### config.mk
export PLATFORM = sky130hd
export DESIGN_NAME = rd_color
export DESIGN_NICKNAME = d
export VERILOG_FILES = /design/src/rtl/mig_color_pkg.sv /design/src/rtl/rd_color.sv
export SDC_FILE = /design/constraint.sdc
export NUM_CORES = 1
export LEC_CHECK = 0
export BUFFER_PORTS_ARGS = -buffer_cell sky130_fd_sc_hd__buf_2
export CAP_MARGIN = 0
export CORE_MARGIN = 3
export CORE_UTILIZATION = 35
export DETAILED_ROUTE_END_ITERATION = 8
export GPL_ROUTABILITY_DRIVEN = 0
export PLACE_DENSITY = 0.63
export SKIP_CTS_REPAIR_TIMING = 1
export SYNTH_ARGS = -nofsm -noshare
export SYNTH_HDL_FRONTEND = slang
export SYNTH_SLANG_ARGS = --single-unit
### constraint.sdc
create_clock -name clk -period 5.31 [get_ports clk]
set_input_delay 0.2655 -clock clk [delete_from_list [all_inputs] [get_ports clk]]
set_output_delay 0.2655 -clock clk [all_outputs]
set_load 0.02 [all_outputs]
### src/rtl/mig_color_pkg.sv
// Constants and types shared by the colour-bar frame writer and reader.
package mig_color_pkg;

    // Frame geometry and DDR user-interface sizing.
    localparam int unsigned H_PIXELS       = 1280;
    localparam int unsigned V_LINES        = 720;
    localparam int unsigned DATA_W         = 128;
    localparam int unsigned ADDR_W         = 28;
    localparam int unsigned BEATS_PER_LINE = H_PIXELS * 32 / DATA_W;
    localparam int unsigned LINE_ADDR_STEP = 2560;

    // Read-side fetch FSM.
    typedef enum logic [1:0] {
        StIdle,
        StWaitSpace,
        StReq,
        StData
    } rd_state_e;

endpackage

### src/rtl/rd_color.sv
// Frame reader: fetches the written frame line by line from DDR and feeds the
// display line FIFO, issuing a line request only when the FIFO has room for it.
module rd_color #(
    parameter int unsigned V_LINES        = mig_color_pkg::V_LINES,
    parameter int unsigned BEATS_PER_LINE = mig_color_pkg::BEATS_PER_LINE,
    parameter int unsigned LINE_ADDR_STEP = mig_color_pkg::LINE_ADDR_STEP,
    parameter int unsigned BASE_ADDR      = 0,
    parameter int unsigned FIFO_DEPTH     = 1024
) (
    input  logic         clk,
    input  logic         rst,
    input  logic         ui_wr_done,
    input  logic         frame_sync,
    output logic         rd_req,
    output logic [27:0]  rd_req_addr,
    output logic [15:0]  rd_length,
    input  logic         rd_busy,
    input  logic [127:0] rd_data,
    input  logic         rd_data_valid,
    input  logic         rd_done,
    input  logic [10:0]  fifo_wr_count,
    output logic         fifo_wr_en,
    output logic [127:0] fifo_wr_data,
    output logic         rd_err
);

    import mig_color_pkg::*;

    localparam logic [ADDR_W-1:0] BaseAddr  = ADDR_W'(BASE_ADDR);
    localparam logic [ADDR_W-1:0] AddrStep  = ADDR_W'(LINE_ADDR_STEP);
    localparam logic [11:0]       DepthW    = 12'(FIFO_DEPTH);
    localparam logic [11:0]       BeatsW12  = 12'(BEATS_PER_LINE);
    localparam logic [9:0]        BeatsW10  = 10'(BEATS_PER_LINE);
    localparam logic [8:0]        BeatsW9   = 9'(BEATS_PER_LINE);
    localparam logic [9:0]        LastLine  = 10'(V_LINES - 1);

    rd_state_e         state_q, state_d;
    logic [9:0]        line_q, line_d;
    logic [8:0]        beat_q, beat_d;
    logic [ADDR_W-1:0] addr_q, addr_d;
    logic              pend_q, pend_d;
    logic              req_q, req_d;
    logic              err_q, err_d;
    logic              wr_en_q;
    logic [DATA_W-1:0] wr_data_q;

    logic [11:0]       free_space;
    logic              space_ok;
    logic [9:0]        done_cnt;
    logic              in_data;

    // Free FIFO room and the gate for issuing the next line request.
    always_comb begin
        free_space = DepthW - {1'b0, fifo_wr_count};
        space_ok   = (free_space >= BeatsW12) && !rd_busy && ui_wr_done;
        in_data    = (state_q == StData);
        // Beats of this burst including one arriving together with rd_done.
        done_cnt   = {1'b0, beat_q} + {9'd0, rd_data_valid};
    end

    // Fetch FSM next-state, line/beat counters, address and error flag.
    always_comb begin
        state_d = state_q;
        line_d  = line_q;
        beat_d  = beat_q;
        addr_d  = addr_q;
        pend_d  = pend_q;
        req_d   = 1'b0;
        err_d   = err_q;

        // Data with no burst outstanding is dropped and flagged.
        if (rd_data_valid && !in_data) begin
            err_d = 1'b1;
        end

        unique case (state_q)
            StIdle: begin
                if (frame_sync && ui_wr_done) begin
                    line_d  = 10'd0;
                    beat_d  = 9'd0;
                    addr_d  = BaseAddr;
                    state_d = StWaitSpace;
                end
            end

            StWaitSpace: begin
                if (frame_sync) begin
                    line_d = 10'd0;
                    addr_d = BaseAddr;
                end else if (space_ok) begin
                    req_d   = 1'b1;
                    state_d = StReq;
                end
            end

            StReq: begin
                // The request is already out, so the burst must be drained
                // before restarting; defer the sync.
                if (frame_sync) begin
                    pend_d = 1'b1;
                end
                beat_d  = 9'd0;
                state_d = StData;
            end

            StData: begin
                if (frame_sync) begin
                    pend_d = 1'b1;
                end
                if (rd_data_valid) begin
                    if (beat_q >= BeatsW9) begin
                        err_d = 1'b1;
                    end
                    if (beat_q != 9'h1ff) begin
                        beat_d = beat_q + 9'd1;
                    end
                end
                if (rd_done) begin
                    if (done_cnt != BeatsW10) begin
                        err_d = 1'b1;
                    end
                    beat_d = 9'd0;
                    if (pend_q || frame_sync) begin
                        pend_d  = 1'b0;
                        line_d  = 10'd0;
                        addr_d  = BaseAddr;
                        state_d = StWaitSpace;
                    end else if (line_q == LastLine) begin
                        line_d  = 10'd0;
                        addr_d  = BaseAddr;
                        state_d = StIdle;
                    end else begin
                        line_d  = line_q + 10'd1;
                        addr_d  = addr_q + AddrStep;
                        state_d = StWaitSpace;
                    end
                end
            end

            default: begin
                state_d = StIdle;
            end
        endcase
    end

    // Control state registers.
    always_ff @(posedge clk or posedge rst) begin
        if (rst) begin
            state_q <= StIdle;
            line_q  <= 10'd0;
            beat_q  <= 9'd0;
            addr_q  <= BaseAddr;
            pend_q  <= 1'b0;
            req_q   <= 1'b0;
            err_q   <= 1'b0;
        end else begin
            state_q <= state_d;
            line_q  <= line_d;
            beat_q  <= beat_d;
            addr_q  <= addr_d;
            pend_q  <= pend_d;
            req_q   <= req_d;
            err_q   <= err_d;
        end
    end

    // Forward read beats to the FIFO with a fixed one-cycle latency.
    always_ff @(posedge clk or posedge rst) begin
        if (rst) begin
            wr_en_q   <= 1'b0;
            wr_data_q <= '0;
        end else begin
            wr_en_q <= rd_data_valid && in_data;
            if (rd_data_valid && in_data) begin
                wr_data_q <= rd_data;
            end
        end
    end

    assign rd_req       = req_q;
    assign rd_req_addr  = addr_q;
    assign rd_length    = 16'(BEATS_PER_LINE);
    assign fifo_wr_en   = wr_en_q;
    assign fifo_wr_data = wr_data_q;
    assign rd_err       = err_q;

endmodule

==> results.md <==
- Share of layout cells above drive strength 1: 0.5302
- CTS root buf: clkbuf_16
- Synth Area in Compound Gates: 0.04774
- Largest family of logic cells by synthesized area: multiplexers
- CP endpoint kind: register
- Post-synthesis adder-cell area fraction: 0.01996
- Synth warnings: 0
- Final Max Slew Viols: 0
- H-Tree Depth: 4
- Final worst-path setup slack: 2358 ps
- CP Launch Type: register
- HP Class: input pin to async pin
- Initial core utilization: 0.3567
- Final Hold Viols: 0
- CP delay by family, top: simple AND/OR/NAND/NOR gates
- CTS tree: yes
- Synth Area in XOR/XNOR: 0.01979
- Critical Path AT: 3230 ps
- Vias in the first global route: 5356
- Setup TNS: 0 ps
- CP max stage cell: a211oi_1
- Dpl ws: 2383 ps
- Simple-gate share of the synthesized area: 0.09597
- Final-stage net count: 1039
- FMAX: 338.7 MHz
- Antenna-violating nets left: 0
- Kind of critical path: register to register
- Mux contribution to synthesized area: 0.1958
- Power Density: 588.9 nW/um^2
- Ys async rst share: 1.000
- Peak VDD IR: 245.1 uV
- Placed Cells incl. Taps: 1137
- Clk_lat worst skew: 430 ps
- # rows: 53
- Final Skew: 15.87 ps
- Mapped cell area: 7522 um^2
- Initial antenna violation count: 2
- Total wire length: 18860 um
- Worst slew pin tran: 1160 ps
- DRC: 0
- FF+latch count, synth: 172
- Overall Power: 5762 uW
- Initial drt markers: 284
- Slew HR: 0.2219
- Status: complete, no violations
- Die ar.: 23290 um^2
- Clock transition at the registers of the reported paths: 80 ps
- Avg Cell Area, Syn: 12.77 um^2
- First-pass GRT wire length: 29680 um
- Max-Cap Viols: 0
- Gr usage total: 0.1592
- Cell Chain, Critical Path: and3_1 > and3_1 > and3_1 > ha_1 > nand2b_1 > a211oi_1 > nand4_1 > xor2_1 > nor2_1
- Post-DP HPWL: 14110 um
- Cell mode on critical path: and3_1
- Min Hold Slack: 23.03 ps
- Leading register cell type out of synthesis: dfrtp_1
- IO buf count: 295
- Clock buffer depth: 2
- Worst EP required: 5590 ps
- Final setup violation count: 0
- Synth-to-Final Area Change: 30.07%
- Yosys cell types: 50
- Register area share after synthesis: 0.5722
- CTS Sinks: 172
- Fin crit period: 2952 ps
- Post-Syn Instances: 589
- Final Non-Filler Cells: 1171
- 1st-pass router iterations: 4
- Die X: 152.6 um
- Critical Path Fanout Max: 12
- RSZ-0062 raised after global routing: no
- Post-synth EDFFs: 0
- CTS Buf Count: 17
- Buf/Inv on CP: 0
- Die height: 152.6 um
- GR Overflow Total: 0
- Largest net degree at the start of global routing: 94
- Ports: 321
- DR vias/cell: 4.698
- Routed len/inst: 16.11 um
- Tcrit/Tclk final: 0.5560
- CP peak stage delay: 960 ps
- CORE AREA: 21090 um^2
- Leak: 0.004673 uW
- Vias: 5501
[worst reg2reg max path: cells and delay by family, from the launching register on]
family | cells | cell delay (ps)
AND/OR/NAND/NOR | 6 | 1040
AO/OA/AOI/OAI | 1 | 960
flip-flops | 1 | 470
XOR/XNOR | 1 | 190
adder cells (fa/ha/maj) | 1 | 160
[flip-flops by register name, indices dropped and copies added (netlist names)]
name	cells
line_q	10
rd_req_addr	19
rd_err	1
pend_q	1
state_q	2
fifo_wr_en	1
fifo_wr_data	128
beat_q	9
rd_req	1
[report_power, final]
part / internal (uW) / switching [uW]
Sequential: 1840 / 266
Clock: 634 / 593
Combinational: 982 / 1450
Total: 3460 / 2310
[final timing paths]
kind	from	end	slack, ps	cells past startpoint
setup / recovery	beat_q[3]$_DFFE_PP0P_	beat_q[3]$_DFFE_PP0P_	2360	9
hold / removal	rst	fifo_wr_data[91]$_DFFE_PP0P_	20	2
setup reg to reg	beat_q[3]$_DFFE_PP0P_	beat_q[3]$_DFFE_PP0P_	2360	9
hold reg to reg	line_q[9]$_DFFE_PP0P_	line_q[9]$_DFFE_PP0P_	470	1
max in group asynchronous	rst	fifo_wr_data[54]$_DFFE_PP0P_	4190	3
min in group clk	rd_data[101]	fifo_wr_data[101]$_DFFE_PP0P_	60	2
[layer usage]
layer | vias up | routed length (um) | GRT usage | share of wire
met5 | - | 0 | 0 | 0
li1 | 2628 | - | - | -
met2 | 168 | 9338 | 0.2617 | 0.50
met3 | 24 | 1014 | 0.04260 | 0.054
met4 | 0 | 323 | 0.05388 | 0.017
met1 | 2681 | 8183 | 0.2047 | 0.43
[cells by family after synthesis]
logic type / Yosys count
adder cells (fa/ha/maj): 12
buffers and inverters: 64
XOR/XNOR: 17
other: 2
multiplexers: 131
AO/OA/AOI/OAI: 59
AND/OR/NAND/NOR: 132
flip-flops: 172
[cells in the mapped netlist (3+ instances only)]
cell	instances	area (um^2)
a21oi_1	6	30.03
and2_1	3	18.77
and3_1	8	50.05
buf_4	25	187.7
buf_6	3	33.78
clkbuf_1	22	82.58
dfrtp_1	172	4304
ha_1	12	150.1
inv_1	13	48.80
mux2_2	129	1453
nand2_1	34	127.6
nand2b_1	3	18.77
nand3_1	12	60.06
nand4_1	11	68.82
nor2_1	25	93.84
nor2b_1	6	37.54
nor3_1	9	45.04
nor4_1	5	31.28
nor4_2	5	62.56
o21ai_0	10	50.05
o21ai_1	21	105.1
o31ai_1	5	37.54
xnor2_1	11	96.34
xor2_1	6	52.55
[cell type report]
cell class	count	area [um^2]
multi-input combinational	376	2954
clock inverter	15	176.4
fill	1984	11300
timing repair buffer	301	1521
inverter	13	53.80
antenna	2	5.005
clock buffer	17	425.4
sequential	172	4304
tap	275	344.1
[cells in the final DEF, fill, tap and decap left out, types with 2 or more instances in the layout]
master / instances
a21o_1: 2
a21oi_1: 6
a31oi_1: 2
and2_1: 2
and3_1: 8
buf_2: 295
buf_4: 6
clkbuf_16: 17
clkinv_4: 2
clkinv_8: 6
conb_1: 25
dfrtp_1: 172
diode_2: 2
ha_1: 12
inv_1: 12
inv_6: 4
inv_8: 2
mux2_2: 129
mux2i_1: 2
nand2_1: 34
nand2b_1: 3
nand3_1: 12
nand3b_1: 2
nand4_1: 11
nand4b_1: 2
nor2_1: 25
nor2b_1: 6
nor3_1: 9
nor4_1: 5
nor4_2: 5
o21ai_0: 10
o21ai_1: 21
o31ai_1: 4
o41ai_1: 2
xnor2_1: 11
xor2_1: 6
[metrics by stage]
stage / utilization / area (um^2)
2_1_floorplan: - / 7609
3_3_place_gp: 0.4352 / 9178
3_5_place_dp: 0.4352 / 9178
4_1_cts: 0.4637 / 9779
5_1_grt: 0.4640 / 9784
6_report: 0.4640 / 9784
Power figures use the tool's default switching activity.
